[config.mk]
export PLATFORM = sky130hd
export DESIGN_NAME = line_fill_ctrl
export DESIGN_NICKNAME = d
export VERILOG_FILES = /design/src/rtl/line_fill_ctrl.sv
export SDC_FILE = /design/constraint.sdc
export NUM_CORES = 1
export LEC_CHECK = 0
export CAP_MARGIN = 10
export CORE_UTILIZATION = 53
export CTS_BUF_LIST = sky130_fd_sc_hd__clkbuf_2 sky130_fd_sc_hd__clkbuf_4 sky130_fd_sc_hd__clkbuf_8
export DETAILED_ROUTE_END_ITERATION = 10
export PLACE_DENSITY = 0.89
export SLEW_MARGIN = 30
export SYNTH_ARGS = -nofsm -noshare
export SYNTH_HDL_FRONTEND = slang
export SYNTH_SLANG_ARGS = --single-unit
[constraint.sdc]
create_clock -name clk -period 5.36 [get_ports clk]
set_input_delay 0.804 -clock clk [delete_from_list [all_inputs] [get_ports clk]]
set_output_delay 0.804 -clock clk [all_outputs]
set_load 0.03 [all_outputs]
[src/rtl/line_fill_ctrl.sv]
// line_fill_ctrl: on a cache miss, picks a victim way, fetches the line from memory,
// writes its beats into the data array and then writes the tag.
module line_fill_ctrl #(
  parameter int N_WAYS = 2,
  parameter int TAG_BITS = 22,
  parameter int N_POW = 4,
  parameter int SET_BITS = 4,
  parameter int BEATS = 4,
  parameter int DATA_W = 32,
  localparam int BW = (BEATS > 1) ? $clog2(BEATS) : 1
) (
  input  logic                         clk,
  input  logic                         rst_n,
  input  logic                         miss_req,
  input  logic [TAG_BITS-1:0]          miss_tag,
  input  logic [SET_BITS-1:0]          miss_set,
  input  logic [N_WAYS-1:0]            line_empty,
  output logic                         miss_ack,
  output logic                         busy,
  output logic                         mem_req_valid,
  input  logic                         mem_req_ready,
  output logic [TAG_BITS+SET_BITS-1:0] mem_req_addr,
  input  logic                         mem_rdata_valid,
  input  logic [DATA_W-1:0]            mem_rdata,
  output logic                         data_we,
  output logic [N_POW-1:0]             data_way,
  output logic [SET_BITS-1:0]          data_set,
  output logic [BW-1:0]                data_beat,
  output logic [DATA_W-1:0]            data_wdata,
  output logic                         tag_we,
  output logic [N_POW-1:0]             tag_way,
  output logic [SET_BITS-1:0]          tag_set,
  output logic [TAG_BITS-1:0]          tag_wdata,
  output logic                         fill_done
);
  typedef enum logic [1:0] {IDLE, REQ, FILL, TAGWR} state_t;
  state_t               state;
  logic [BW-1:0]        beat;
  logic [TAG_BITS-1:0]  tag_q;
  logic [SET_BITS-1:0]  set_q;
  logic [N_POW-1:0]     way_q;
  logic [N_POW-1:0]     victim;
  logic [N_POW-1:0]     rr_ptr [2**SET_BITS];
  // lowest empty way wins; a full set falls back to its round-robin pointer
  always_comb begin
    victim = rr_ptr[miss_set];
    for (int i = N_WAYS - 1; i >= 0; i--)
      if (line_empty[i]) victim = N_POW'(i);
  end
  always_ff @(posedge clk or negedge rst_n) begin
    if (!rst_n) begin
      state <= IDLE;
      beat  <= '0;
      tag_q <= '0;
      set_q <= '0;
      way_q <= '0;
      for (int s = 0; s < 2**SET_BITS; s++) rr_ptr[s] <= '0;
    end else begin
      case (state)
        IDLE: if (miss_req) begin
          tag_q <= miss_tag;
          set_q <= miss_set;
          way_q <= victim;
          state <= REQ;
        end
        REQ: if (mem_req_ready) begin
          beat  <= '0;
          state <= FILL;
        end
        FILL: if (mem_rdata_valid) begin
          beat <= beat + 1'b1;
          if (beat == BW'(BEATS - 1)) state <= TAGWR;
        end
        TAGWR: begin
          rr_ptr[set_q] <= (rr_ptr[set_q] == N_POW'(N_WAYS - 1)) ? '0 : rr_ptr[set_q] + 1'b1;
          state <= IDLE;
        end
        default: state <= IDLE;
      endcase
    end
  end
  assign miss_ack      = (state == IDLE) & miss_req;
  assign busy          = state != IDLE;
  assign mem_req_valid = state == REQ;
  assign mem_req_addr  = {tag_q, set_q};
  assign data_we       = (state == FILL) & mem_rdata_valid;
  assign data_way      = way_q;
  assign data_set      = set_q;
  assign data_beat     = beat;
  assign data_wdata    = mem_rdata;
  assign tag_we        = state == TAGWR;
  assign fill_done     = state == TAGWR;
  assign tag_way       = way_q;
  assign tag_set       = set_q;
  assign tag_wdata     = tag_q;
endmodule

==> qor.txt <==
Post-synthesis instance total: 529
Via count: 4,653
Root buffer cell: clkbuf_8
Routed WL: 15,600 um
Mean area per synthesized cell: 11.00 um^2
Setup Buffers After CTS: 0
Final period util: 0.6081
Vias in the first global route: 4,432
Least-Margin Pin Slew: 1004 ps
Post-synthesis adder-cell area fraction: 0.01075
Crit end category: primary output
FFs w/ async S/R, synth: 1.000
Post-Synth XOR/XNOR Area: 0
Final Non-Filler Cells: 686
Post-synth top area share: 0.4214
Achievable Freq: 306.8 MHz
Largest family of logic cells by synthesized area: multiplexers
Setup repair after global routing missed its margin: false
Crit Path Class: in -> out
Cts hold-fix bufs: 0
Seq cells post-synth: 98
Post-DP HPWL: 11,040 um
Leakage: 2.671 nW
Drt via density: 6.783
Port buffer count: 104
Worst IR Drop VDD: 360.3 uV
Final ANT Viol Nets: 0
Ratio of cells with drive above 1 in the final layout: 0.1509
Iteration count of the initial detailed-routing pass: 5
Buf/Inv on CP: 4
Final Critical Period: 3259 ps
H-tree levels: 3
Most instantiated library cell after synthesis: dfrtp_1
# clock sinks: 98
Post-synth top flop: dfrtp_1
Ys Warns: 0
Global Route Usage Sum: 0.2789
Slowest stage delay, CP: 700 ps
CP dominant cell by count: clkdlybuf4s50_1
Global-route wire length before repair: 24,190 um
Skew-Pair Late Insertion Delay: 390 ps
Synth Area in Simple Gates: 0.1380
Die Area: 11,400 um^2
GP Congestion: 0.8831
DRC violations left: 0
Initial antenna violation count: 0
# setup viols final: 0
Synthesized net count: 599
Gr ovfl total: 0
Register area share after synthesis: 0.4214
Area Overhead vs Synth: 13.09%
Initial core utilization: 0.5562
Io pins: 169
Core Area: 10,460 um^2
First DRT Iteration DRCs: 666
Max-slew violations: 0
DR WL/cell: 22.74 um
CTS clk-pin slew, worst paths: 100 ps
TNS Setup: 0 ps
Total Power: 4.617 mW
Mapped cell area: 5819 um^2
Total CTS buffers: 9
Max cap viols: 0
Worst path required time: 4560 ps
CP cell instances: clkdlybuf4s50_1 -> nand2_1 -> buf_4 -> inv_1 -> clkdlybuf4s50_1
Multiplexer share of the synthesized area: 0.2032
Worst path arrival time: 2460 ps
Number of synthesized flops with an enable pin: 0
Run status: completed
Top cell family by delay on the critical path: buffers and inverters
# diodes: 0
Hold Slack: 276.4 ps
Min-delay worst type: in -> async
Cell area power density: 701.6 nW/um^2
Final Hold Fails: 0
Synth top area cells: dfrtp_1 (42%), mux4_2 (8.9%), buf_4 (8.8%)
Final Skew: 16.97 ps
PostCTS Resize Cnt: 0
Largest net degree at the start of global routing: 83
Final #Nets: 615
CTS max path bufs: 2
Critical Path Slowest Stage Cell: clkdlybuf4s50_1
Die Y: 106.8 um
Placed cells: 670
Post-synth cell types: 43
Die width: 106.8 um
Commonest cells post-synth: dfrtp_1 (98), buf_4 (68), nor2_1 (60)
CP startpoint kind: input pin
Worst-path fanout max: 32
Post-synthesis compound-gate area fraction: 0.1047
CTS tree: done
Num rows: 37
Relative slew slack: 0.3257
Area leader, netlist: dfrtp_1
-- final cells by class --
class | instances | area [um^2]
fill | 778 | 3881
multi-input combinational | 320 | 2668
sequential | 98 | 2455
timing repair buffer | 108 | 1067
tap | 136 | 170.2
clock buffer | 9 | 123.9
clock inverter | 7 | 67.56
inverter | 8 | 30.03
-- power breakdown --
part | internal [mW] | total [mW] | leakage (nW) | switching (mW)
registers | 1.05 | 1.44 | 1.23 | 0.396
logic | 1.05 | 2.70 | 1.34 | 1.65
clock network | 0.183 | 0.472 | 0.0962 | 0.289
total | 2.28 | 4.62 | 2.67 | 2.34
-- cell usage in the layout, fill, tap and decap left out, types with 2 or more instances in the layout --
cell type,synthesis,routed
clkdlybuf4s50_1,0,102
dfrtp_1,98,96
nor2_1,60,60
a31oi_1,32,32
mux2_2,26,26
mux4_2,23,23
nand3_1,21,21
nand4_1,18,18
a21oi_1,17,17
o311ai_0,17,17
nor4_1,16,16
nand2_1,15,15
mux4_1,13,13
o21ai_0,12,12
nand2b_1,10,10
clkbuf_8,0,9
inv_1,7,7
nor3_1,9,7
ha_1,5,5
buf_4,68,4
a22o_1,3,3
inv_8,0,3
nor2b_1,2,2
a22oi_1,2,2
mux2_4,2,2
and4_1,2,2
nor3_2,0,2
or2_2,2,2
inv_6,0,2
dfrtp_2,0,2
-- state kept, by name (all words and copies together) (netlist names) --
register	count
rr_ptr	64
data_way	4
tag_wdata	22
data_beat	2
data_set	4
state	2
-- stage by stage --
stage                     setup slack, ps    util  instance area, um^2
after floorplan                      2510       -                 5819
after global placement               1961  0.6097                 6379
after detailed placement             2115  0.6093                 6375
after CTS                            2108  0.6276                 6566
after global routing                 2008  0.6290                 6581
final                                2101  0.6290                 6581
-- final timing paths --
path / start / end / slack, ps / cells after the start
worst min-delay path: rst_n / data_beat[0] / 280 / 1
min in group clk: rr_ptr[35] / rr_ptr[35] / 550 / 2
worst max register to register: data_set[0] / rr_ptr[29] / 2160 / 5
worst max-delay path: miss_req / miss_ack / 2100 / 5
max in group asynchronous: rst_n / data_set[0] / 4080 / 2
worst min register to register: rr_ptr[35] / rr_ptr[35] / 550 / 2
-- routing by layer --
layer  vias up  part of all wire  track usage  wire [um]
met3        56              0.10      0.06079       1635
met2       357              0.51       0.4691       7996
met1      2277              0.36       0.3534       5564
met4         0             0.026       0.1067        406
met5         -                 0            0          0
li1       1963                 -            -          -
-- cell families (layout without fill, tap and decap cells) --
group,count (synthesis),count (layout)
compound gates,90,90
fa+ha+maj,5,5
buf+inv,111,132
flops,98,98
mux,64,64
simple gates,161,161
(Power assumes the default switching activity.)
